`src/rtl/ov7670_pkg.sv`:
```
// Shared definitions for the OV7670 configuration path: ROM markers,
// sequencer state encoding and a saturating byte increment.
package ov7670_pkg;

    localparam logic [15:0] ROM_END   = 16'hFFFF;
    localparam logic [15:0] ROM_DELAY = 16'hFFF0;
    localparam logic [7:0]  ADDR_LAST = 8'hFF;

    typedef enum logic [2:0] {
        ST_IDLE,
        ST_FETCH,
        ST_DECODE,
        ST_SEND,
        ST_WAIT_DONE,
        ST_DELAY,
        ST_DONE
    } cfg_state_t;

    function automatic logic [7:0] sat_inc8(input logic [7:0] v);
        return (v == 8'hFF) ? v : v + 8'd1;
    endfunction

endpackage

```
`src/rtl/ov7670_cfg_seq.sv`:
```
// Walks the OV7670 register ROM after a start pulse, turning each entry into
// an SCCB write request, a fixed delay, or the end of the sequence.
module ov7670_cfg_seq
    import ov7670_pkg::*;
#(
    parameter int unsigned DELAY_CYCLES = 1_000_000
) (
    input  logic        clk,
    input  logic        reset,
    input  logic        start,
    output logic [7:0]  rom_addr,
    input  logic [15:0] rom_data,
    output logic        sccb_req,
    output logic [7:0]  sccb_reg,
    output logic [7:0]  sccb_val,
    input  logic        sccb_ready,
    input  logic        sccb_done,
    output logic        busy,
    output logic        done,
    output logic [7:0]  wr_count
);

    localparam int unsigned DW = (DELAY_CYCLES > 1) ? $clog2(DELAY_CYCLES) : 1;
    localparam logic [DW-1:0] DELAY_LOAD = DW'(DELAY_CYCLES - 1);

    cfg_state_t    state_reg;
    logic [DW-1:0] delay_cnt_reg;
    logic          advance;
    logic          at_last;

    // An entry is finished either when its write completes or its delay runs out.
    assign advance = ((state_reg == ST_WAIT_DONE) && sccb_done) ||
                     ((state_reg == ST_DELAY) && (delay_cnt_reg == '0));
    assign at_last = (rom_addr == ADDR_LAST);

    always_ff @(posedge clk or posedge reset) begin
        if (reset) begin
            state_reg     <= ST_IDLE;
            delay_cnt_reg <= '0;
            rom_addr      <= 8'd0;
            sccb_req      <= 1'b0;
            sccb_reg      <= 8'd0;
            sccb_val      <= 8'd0;
            busy          <= 1'b0;
            done          <= 1'b0;
            wr_count      <= 8'd0;
        end else begin
            case (state_reg)
                ST_IDLE, ST_DONE: begin
                    if (start) begin
                        state_reg <= ST_FETCH;
                        rom_addr  <= 8'd0;
                        wr_count  <= 8'd0;
                        done      <= 1'b0;
                        busy      <= 1'b1;
                    end
                end
                ST_FETCH: begin
                    state_reg <= ST_DECODE;
                end
                ST_DECODE: begin
                    if (rom_data == ROM_END) begin
                        state_reg <= ST_DONE;
                        busy      <= 1'b0;
                        done      <= 1'b1;
                    end else if (rom_data == ROM_DELAY) begin
                        state_reg     <= ST_DELAY;
                        delay_cnt_reg <= DELAY_LOAD;
                    end else begin
                        state_reg <= ST_SEND;
                        sccb_reg  <= rom_data[15:8];
                        sccb_val  <= rom_data[7:0];
                        sccb_req  <= 1'b1;
                    end
                end
                ST_SEND: begin
                    if (sccb_ready) begin
                        sccb_req  <= 1'b0;
                        state_reg <= ST_WAIT_DONE;
                    end
                end
                ST_WAIT_DONE: begin
                    if (sccb_done) begin
                        wr_count <= sat_inc8(wr_count);
                    end
                end
                ST_DELAY: begin
                    if (delay_cnt_reg != '0) begin
                        delay_cnt_reg <= delay_cnt_reg - DW'(1);
                    end
                end
                default: begin
                    state_reg <= ST_IDLE;
                end
            endcase

            // Address 255 is the last ROM slot; the sequence never wraps.
            if (advance) begin
                if (at_last) begin
                    state_reg <= ST_DONE;
                    busy      <= 1'b0;
                    done      <= 1'b1;
                end else begin
                    rom_addr  <= rom_addr + 8'd1;
                    state_reg <= ST_FETCH;
                end
            end
        end
    end

endmodule

```
`config.mk`:
```
export PLATFORM = sky130hd
export DESIGN_NAME = ov7670_cfg_seq
export DESIGN_NICKNAME = d
export VERILOG_FILES = /design/src/rtl/ov7670_pkg.sv /design/src/rtl/ov7670_cfg_seq.sv
export SDC_FILE = /design/constraint.sdc
export NUM_CORES = 1
export LEC_CHECK = 0
export ABC_AREA = 0
export BUFFER_PORTS_ARGS = -buffer_cell sky130_fd_sc_hd__buf_2
export CAP_MARGIN = 20
export CORE_MARGIN = 1
export CORE_UTILIZATION = 50
export DETAILED_ROUTE_END_ITERATION = 10
export HOLD_SLACK_MARGIN = 0.03
export PLACE_DENSITY = 0.76
export REMOVE_ABC_BUFFERS = 1
export SYNTH_ARGS = -nofsm -noshare
export SYNTH_HDL_FRONTEND = slang
export SYNTH_SLANG_ARGS = --single-unit
```
`constraint.sdc`:
```
create_clock -name clk -period 2.87 [get_ports clk]
set_clock_uncertainty 0.2 [all_clocks]
set_input_delay 0.4305 -clock clk [delete_from_list [all_inputs] [get_ports clk]]
set_output_delay 0.4305 -clock clk [all_outputs]
set_load 0.02 [all_outputs]
```
==> results.py, run 1 <==
metrics = {
    "synthesis": {
        "synth_top_family_by_area": "simple AND/OR/NAND/NOR gates",
        "synth_ff_type": "dfrtp_1",
        "yosys.area.top_type": "dfrtp_1",
        "avgSynthCellArea_um2": 10.3,
        "ys_seq_area_share_pct": 47.2,
        "synth_edf_count": 0,
        "ys_ff_latch": 58,
        "synth_xor_area_share_pct": 4.27,
        "netlist_area_mm2": 0.00307,
        "synth.distinct_cells": 60,
        "yosys-top-cells-area": "dfrtp_1 (47%), mux2_2 (6.2%), xnor2_1 (3.4%)",
        "synth_top_area_share_pct": 47.2,
        "synth.most_common_cell": "dfrtp_1",
        "muxShareOfSynthArea_pct": 8.22,
        "synthTopCellsByCount": "dfrtp_1 (58), nor2_1 (27), nand3_1 (20)",
        "synth-simple-area-share_pct": 25.2,
        "synth_compound_area_share_pct": 9.93,
        "async_reset_ff_share_pct": 100,
        "synthAdderAreaFrac_pct": 1.63,
        "synthCells": 299,
        "ys_warn_count": 0,
    },
    "floorplanning": {
        "fp.dieH_um": 80.4,
        "io_pins": 56,
        "rows": 28,
        "chipWidth_um": 80.4,
        "coreArea_mm2": 0.00592,
        "initial_core_util_pct": 51.9,
        "die-area_mm2": 0.00647,
    },
    "global_route": {
        "grt_max_degree": 30,
        "grt_pass1_wl_um": 11500,
        "groute.usage.overall_pct": 23.6,
        "grt_remaining_overflow": 0,
        "grt_pass1_vias": 2548,
        "grt_antenna_before_repair": 0,
    },
    "worst_setup_path": {
        "required_ns": 2.89,
        "cp.buffers_inverters": 0,
        "crit_chain": "or4_2 > or4_4 > o21a_1 > a21oi_1 > mux2_2 > a21o_1",
        "critPathTopFamily": "simple AND/OR/NAND/NOR gates",
        "cp-start-kind": "register",
        "cp_max_fo": 4,
        "critPathKind": "reg -> reg",
        "cp.arrival_ns": 2.82,
        "cp-end-kind": "register",
        "slowest_delay_ns": 0.72,
        "crit_path_top_delay_cell": "or4_2",
    },
    "routing": {
        "drt_first_pass_iters": 4,
        "route.detailed.drc": 0,
        "wire_per_inst_um": 14.9,
        "dr_total_vias": 2555,
        "drtIter0Drc": 158,
        "postRouteAntennaNets": 0,
        "via_per_inst": 5.64,
        "wirelength_um": 6770,
    },
    "timing": {
        "fmax_ghz": 0.358,
        "hold_viol": 0,
        "setup_violations": 0,
        "min_period_ns": 2.79,
        "rsz0062_at_grt": "false",
        "relSlewSlack_pct": 56.2,
        "fin_crit_sh_pct": 97.3,
        "tightest_slew_ns": 0.652,
        "setup_tns_ns": 0,
        "drv_slew": 0,
    },
    "finish": {
        "diodes": 0,
        "drive_gt1_share_pct": 32.8,
        "fin_area_mm2": 0.00371,
        "layoutNonFillerInstCount": 453,
        "n_fill_cell": 498,
        "fin_nets": 399,
        "largest_reg_flops": 20,
        "synthToLayoutAreaGrowth_pct": 20.7,
        "final_util_pct": 62.7,
    },
    "worst_hold_path": {
        "hold_class": "in -> reg",
    },
    "status": {
        "status": "finished clean",
    },
    "clock_tree": {
        "htreeDepth": 3,
        "clock_sinks": 58,
        "cts_tree": "built",
        "ctsResizeCount": 0,
        "clock_path_buffers": 2,
        "cts.clk_slew.worst_paths_ns": 0.06,
        "cts_buffers": 9,
        "clk_latency_ns": 0.34,
        "cts_root_buf": "clkbuf_8",
        "postCtsSetupRepairBufs": 0,
    },
    "placed_design": {
        "place.detailed.hpwl_um": 4920,
        "place.gp.congestion": 0.847,
        "port_buffers": 55,
        "dp.cells": 437,
        "dpl-instance-area_mm2": 0.00351,
    },
    "run": {
        "maxCapViolations": 0,
    },
    "power": {
        "p_per_area_mw_per_mm2": 807,
        "leakage_nw": 1.78,
        "vdd_drop_max_uv": 654,
    },
}
## layer usage
layer  wire length (um)  vias up  GRT usage [%]  part of all wire, %
li1                   -     1247              -                    -
met1               3200     1228           29.4                   47
met2               3200       71           38.7                   47
met3                270        9           4.55                  4.0
met4                103        0           12.1                  1.5
met5                  0        -              0                    0
## where the power goes
group          switching [mW]  internal [mW]
clock                   0.314          0.417
combinational           0.639          0.489
sequential              0.136          0.998
total                    1.09           1.90
## area by class of cell
class | instances | area, um^2 | share of cell area, %
Clock buffer | 12 | 145 | 3.91
Clock inverter | 3 | 40.0 | 1.08
Inverter | 7 | 26.3 | 0.708
Multi-Input combinational cell | 222 | 1510 | 40.8
Sequential cell | 58 | 1450 | 39.1
Tap cell | 75 | 93.8 | 2.53
Timing Repair Buffer | 76 | 439 | 11.8
## worst reg2reg max path, cell delays in order, from the launching register on
cell     delay, ns
dfrtp_1       0.41
or4_2         0.72
or4_4         0.47
o21a_1        0.21
a21oi_1       0.16
mux2_2        0.35
a21o_1        0.17
## path summary, 6_finish.rpt
path	startpoint	to	slack, ns	cells past startpoint
setup / recovery	delay_cnt_reg[12]	rom_addr[7]	0.08	6
hold / removal	rom_data[9]	sccb_reg[1]	0.14	2
setup reg to reg	delay_cnt_reg[12]	rom_addr[7]	0.08	6
hold reg to reg	sccb_reg[2]	sccb_reg[2]	0.30	1
max in group asynchronous	reset	sccb_val[2]	1.30	4
min in group asynchronous	reset	busy	0.51	3
## what timing repair did
action                                  4_1_cts  5_1_grt
endpoints found under the hold margin        27        0
hold buffers                                  1        0
endpoints found under the setup margin        0        0
## per-stage QoR
step	hold WS [ns]	total power, mW	setup slack, ns
3_3_place_gp	0.284	2.23	0.112
5_1_grt	0.132	3.16	0.0128
4_1_cts	0.132	3.00	0.0867
6_report	0.139	2.99	0.0778
2_1_floorplan	0.268	1.88	0.135
3_5_place_dp	0.293	2.27	0.0761
## cells in the final DEF (no fill, tap or decap), drive strengths merged, types with 2 or more instances in the layout
master	Yosys	layout
a211o	2	2
a21oi	13	13
a31oi	4	4
and2	2	2
and3	6	6
buf	7	75
clkbuf	5	12
clkinv	0	2
dfrtp	58	58
ha	4	4
inv	7	7
mux2	18	18
mux2i	5	5
nand2	18	18
nand2b	3	3
nand3	20	20
nand3b	2	2
nand4	4	4
nor2	28	28
nor2b	3	3
nor3	13	13
nor4	14	14
o21a	5	5
o21ai	11	11
or2	2	2
or3	4	4
or4	5	5
or4b	3	3
xnor2	12	12
xor2	3	3
## kinds of logic after synthesis
logic type               after synthesis
adder cells (fa/ha/maj)                4
multiplexers                          23
XOR/XNOR                              15
AND/OR/NAND/NOR                      134
flip-flops                            58
buffers and inverters                 19
AO/OA/AOI/OAI                         46
(Power assumes the default switching activity.)
==> run 2, diff against run 1 <==
- CORE_UTILIZATION: 50 -> 56
- PLACE_DENSITY: 0.76 -> 0.8
- clock period: 2.87 -> 3.2 ns (I/O delays scaled with it)
==> run 2 against run 1 <==
Largest cell class unchanged; register-to-register slack improved by 0.24 ns; clock power increased by 8.6%; sequential share of layout area increased by 0.093 points; critical endpoint unchanged; global-route usage increased by 2.2 points; via count increased by 1.4%; power decreased by 6.4%; flip-flop and latch count unchanged; cell count decreased by 2.4%; critical path depth unchanged; largest power group unchanged.
==> results.py, run 2 (synthesis gave the netlist of run 1 again) <==
metrics = {
    "floorplanning": {
        "initial_core_util_pct": 59.1,
        "fp.dieH_um": 76.1,
        "die-area_mm2": 0.00579,
        "rows": 26,
        "io_pins": 56,
        "coreArea_mm2": 0.00520,
        "chipWidth_um": 76.1,
    },
    "timing": {
        "holdWs_ns": 0.0427,
        "fmax_ghz": 0.347,
        "setup_slack_ns": 0.317,
        "setup_tns_ns": 0,
        "fin_crit_sh_pct": 90.1,
        "setup_violations": 0,
        "tightest_slew_ns": 0.710,
        "hold_viol": 0,
        "rsz0062_at_grt": "false",
        "drv_slew": 0,
        "min_period_ns": 2.88,
        "relSlewSlack_pct": 52.5,
    },
    "run": {
        "maxCapViolations": 0,
    },
    "worst_setup_path": {
        "cp-end-kind": "register",
        "rrSetupSlack_ns": 0.32,
        "reg2reg_depth": 6,
        "timing.rr.end": "rom_addr[7]",
        "cp.arrival_ns": 2.91,
        "required_ns": 3.23,
        "critPathKind": "reg -> reg",
        "cp_max_fo": 6,
        "cp-start-kind": "register",
        "r2r_start": "delay_cnt_reg[3]",
    },
    "clock_tree": {
        "cts_root_buf": "clkbuf_8",
        "ctsResizeCount": 0,
        "clk_latency_ns": 0.34,
        "cts_tree": "built",
        "clock_sinks": 58,
        "cts.clk_slew.worst_paths_ns": 0.07,
        "cts_hold_buf": 0,
        "clock_path_buffers": 2,
        "cts_buffers": 9,
        "htreeDepth": 3,
        "postCtsSetupRepairBufs": 0,
    },
    "finish": {
        "largest_reg_flops": 20,
        "layout_commonest_cell": "dfrtp_1",
        "diodes": 0,
        "synthToLayoutAreaGrowth_pct": 20.4,
        "layoutNonFillerInstCount": 442,
        "final_cell_mix": "dfrtp_1 (58), buf_2 (55), nor2_1 (27), nand3_1 (20)",
        "final_util_pct": 71.1,
        "n_fill_cell": 391,
        "fin_area_mm2": 0.00370,
        "drive_gt1_share_pct": 32.5,
        "fin_nets": 392,
    },
    "placed_design": {
        "place_worst_setup_slack_ns": 0.316,
        "port_buffers": 55,
        "place.gp.congestion": 0.898,
        "dpl-instance-area_mm2": 0.00346,
        "dp.cells": 426,
        "place.detailed.hpwl_um": 4890,
    },
    "power": {
        "leakage_nw": 1.77,
        "p_per_area_mw_per_mm2": 757,
        "total_power_mw": 2.80,
        "vdd_drop_max_uv": 664,
    },
    "routing": {
        "route.detailed.drc": 0,
        "drtIter0Drc": 193,
        "drt_first_pass_iters": 4,
        "postRouteAntennaNets": 0,
        "wire_per_inst_um": 15.3,
        "via_per_inst": 5.86,
        "dr_total_vias": 2590,
        "wirelength_um": 6760,
    },
    "global_route": {
        "grt_pass1_vias": 2532,
        "grt_antenna_before_repair": 0,
        "grt_max_degree": 34,
        "groute.usage.overall_pct": 25.8,
        "grt_remaining_overflow": 0,
        "grt_pass1_wl_um": 11800,
    },
    "status": {
        "status": "finished clean",
    },
    "worst_hold_path": {
        "hold_class": "in -> async",
    },
}
## run 2: final cells by class
type | instances | area (um^2) | area share, %
multi-input combinational | 222 | 1510 | 40.9
clock buffer | 12 | 165 | 4.46
tap | 70 | 87.6 | 2.37
timing repair buffer | 69 | 384 | 10.4
inverter | 7 | 26.3 | 0.710
clock inverter | 4 | 72.6 | 1.96
sequential | 58 | 1450 | 39.2
## run 2: how the worst max path moves through the flow
stage                                    to  slack (ns)              from
after floorplan           delay_cnt_reg[12]        0.44       rom_data[0]
after global placement    delay_cnt_reg[12]        0.35       rom_data[0]
after detailed placement  delay_cnt_reg[12]        0.32       rom_data[0]
after CTS                       rom_addr[7]        0.33  delay_cnt_reg[3]
after global routing            rom_addr[7]        0.23  delay_cnt_reg[3]
final                           rom_addr[7]        0.32  delay_cnt_reg[3]
## run 2: critical path, stage by stage (launching register included)
cell     delay, ns
dfrtp_1       0.42
or4_1         0.65
or4_4         0.59
o21a_1        0.25
a21oi_1       0.14
mux2_2        0.34
a21o_1        0.17
## run 2: per-layer routing
metal / part of all wire, % / up-vias / GRT usage [%]
met3: 4.6 / 10 / 6.71
li1: - / 1239 / -
met1: 42 / 1264 / 31.6
met4: 0.95 / 0 / 11.2
met2: 52 / 77 / 43.1
met5: 0 / - / 0
## run 2: power by group
group / switching (mW) / internal [mW] / total [mW]
logic: 0.559 / 0.417 / 0.976
clock network: 0.293 / 0.501 / 0.794
registers: 0.138 / 0.895 / 1.03
total: 0.990 / 1.81 / 2.80
==> run 3, diff against run 2 <==
- clock period: 3.2 -> 3.01 ns (I/O delays scaled with it)
==> run 3 against run 2 <==
Register-to-register slack worse by 0.17 ns; die area did not move; via count increased by 0.19%; utilization fell by 0.12 points; sequential power is 6% higher; sequential share of layout area grew 0.066 points; final area fell by 0.17%; clock power is 8.7% lower; non-clock buffer count is 4 higher; maximum frequency grew 0.85%; worst hold slack better by 0.12 ns; power grew 3.2%; largest cell class unchanged; largest power group unchanged.
==> results.py, run 3 (synthesis gave the netlist of run 1 again) <==
metrics = {
    "floorplanning": {
        "initial_core_util_pct": 59.1,
        "coreArea_mm2": 0.00520,
        "io_pins": 56,
        "die-area_mm2": 0.00579,
        "fp.dieH_um": 76.1,
        "rows": 26,
        "chipWidth_um": 76.1,
    },
    "placed_design": {
        "dp.cells": 429,
        "place.detailed.hpwl_um": 5090,
        "place_worst_setup_slack_ns": 0.170,
        "place.gp.congestion": 0.866,
        "port_buffers": 55,
    },
    "clock_tree": {
        "cts_buffers": 9,
        "cts.clk_slew.worst_paths_ns": 0.07,
        "clk_latency_ns": 0.34,
        "clock_path_buffers": 2,
        "cts_tree": "built",
        "clock_sinks": 58,
        "postCtsSetupRepairBufs": 0,
        "cts_root_buf": "clkbuf_8",
        "htreeDepth": 3,
    },
    "timing": {
        "drv_slew": 0,
        "hold_viol": 0,
        "fmax_ghz": 0.350,
        "rsz0062_at_grt": "false",
        "setup_tns_ns": 0,
        "fin_crit_sh_pct": 95.0,
        "min_period_ns": 2.86,
        "setup_violations": 0,
        "relSlewSlack_pct": 57.8,
        "setup_slack_ns": 0.151,
        "tightest_slew_ns": 0.629,
    },
    "routing": {
        "wire_per_inst_um": 15.7,
        "postRouteAntennaNets": 0,
        "wirelength_um": 7000,
        "drt_first_pass_iters": 4,
        "drtIter0Drc": 197,
        "dr_total_vias": 2595,
        "route.detailed.drc": 0,
        "via_per_inst": 5.82,
    },
    "worst_setup_path": {
        "required_ns": 3.05,
        "critPathKind": "reg -> reg",
        "cp-end-kind": "register",
        "cp.arrival_ns": 2.90,
        "cp_max_fo": 6,
        "cp-start-kind": "register",
        "reg2reg_depth": 6,
    },
    "worst_hold_path": {
        "min_path_cells": 2,
        "hold_class": "in -> reg",
    },
    "power": {
        "leakage_nw": 1.77,
        "total_power_mw": 2.89,
        "p_per_area_mw_per_mm2": 782,
        "vdd_drop_max_uv": 666,
    },
    "finish": {
        "final_util_pct": 71.0,
        "fin_nets": 396,
        "synthToLayoutAreaGrowth_pct": 20.2,
        "final_cell_mix": "dfrtp_1 (58), buf_2 (55), nor2_1 (27), nand3_1 (20)",
        "diodes": 0,
        "layout_commonest_cell": "dfrtp_1",
        "drive_gt1_share_pct": 32.4,
        "largest_reg_flops": 20,
        "layoutNonFillerInstCount": 446,
    },
    "global_route": {
        "grt_max_degree": 32,
        "grt_remaining_overflow": 0,
        "grt_pass1_vias": 2654,
        "grt_antenna_before_repair": 0,
        "groute.usage.overall_pct": 26.9,
        "grt_pass1_wl_um": 12200,
    },
    "run": {
        "maxCapViolations": 0,
    },
    "status": {
        "status": "finished clean",
    },
}
==> run 3: changes by cell type in the layout (fill, tap and decap cells not counted), sizes merged <==
cell,before,now
dlygate4sd3,0,1
buf,69,72
bufinv,2,1
clkinvlp,1,0
clkbuf,12,14
==> run 3: power by group <==
part           switching, mW  internal [mW]  total, mW
Clock                  0.298          0.427      0.725
Sequential             0.135          0.952       1.09
Combinational          0.616          0.463       1.08
Total                   1.05           1.84       2.89
==> run 3: path summary, 6_finish.rpt <==
check / startpoint / end / slack (ns)
worst max-delay path: delay_cnt_reg[3] / rom_addr[7] / 0.15
worst min-delay path: rom_data[12] / sccb_reg[4] / 0.16
worst max register to register: delay_cnt_reg[3] / rom_addr[7] / 0.15
worst min register to register: sccb_reg[3] / sccb_reg[3] / 0.30
max in group asynchronous: reset / state_reg[1] / 1.44
min in group asynchronous: reset / sccb_val[4] / 0.52
==> run 3: layout make-up <==
type,instances,area [um^2]
clock buffer,14,163
clock inverter,2,35.0
fill,401,1510
inverter,7,26.3
multi-input combinational,222,1520
sequential,58,1450
tap,70,87.6
timing repair buffer,73,417
==> run 3: what timing repair did <==
action                                  4_1_cts  5_1_grt
gates resized for setup                       0        1
hold endpoints to repair                     29        0
endpoints found under the setup margin        0        1
hold buffers                                  1        0
==> run 3: routing by layer <==
metal	track usage [%]	share of wire [%]	vias to the layer above
met5	0	0	-
li1	-	-	1245
met2	44.8	51	59
met4	14.8	2.3	0
met3	4.91	3.1	14
met1	33.3	43	1277
==> run 3: metrics by stage <==
| step | cell area, um^2 | hold WS, ns |
|---|---|---|
| 6_report | 3690 | 0.158 |
| 2_1_floorplan | 2990 | 0.268 |
| 4_1_cts | 3690 | 0.150 |
| 5_1_grt | 3690 | 0.152 |
| 3_3_place_gp | 3470 | 0.287 |
| 3_5_place_dp | 3490 | 0.291 |
==> run 3: critical path, stage by stage, from the launching register on <==
cell,delay (ns)
dfrtp_1,0.43
or4_1,0.61
or4_4,0.57
o21a_1,0.26
a21oi_1,0.17
mux2_2,0.35
a21o_1,0.17
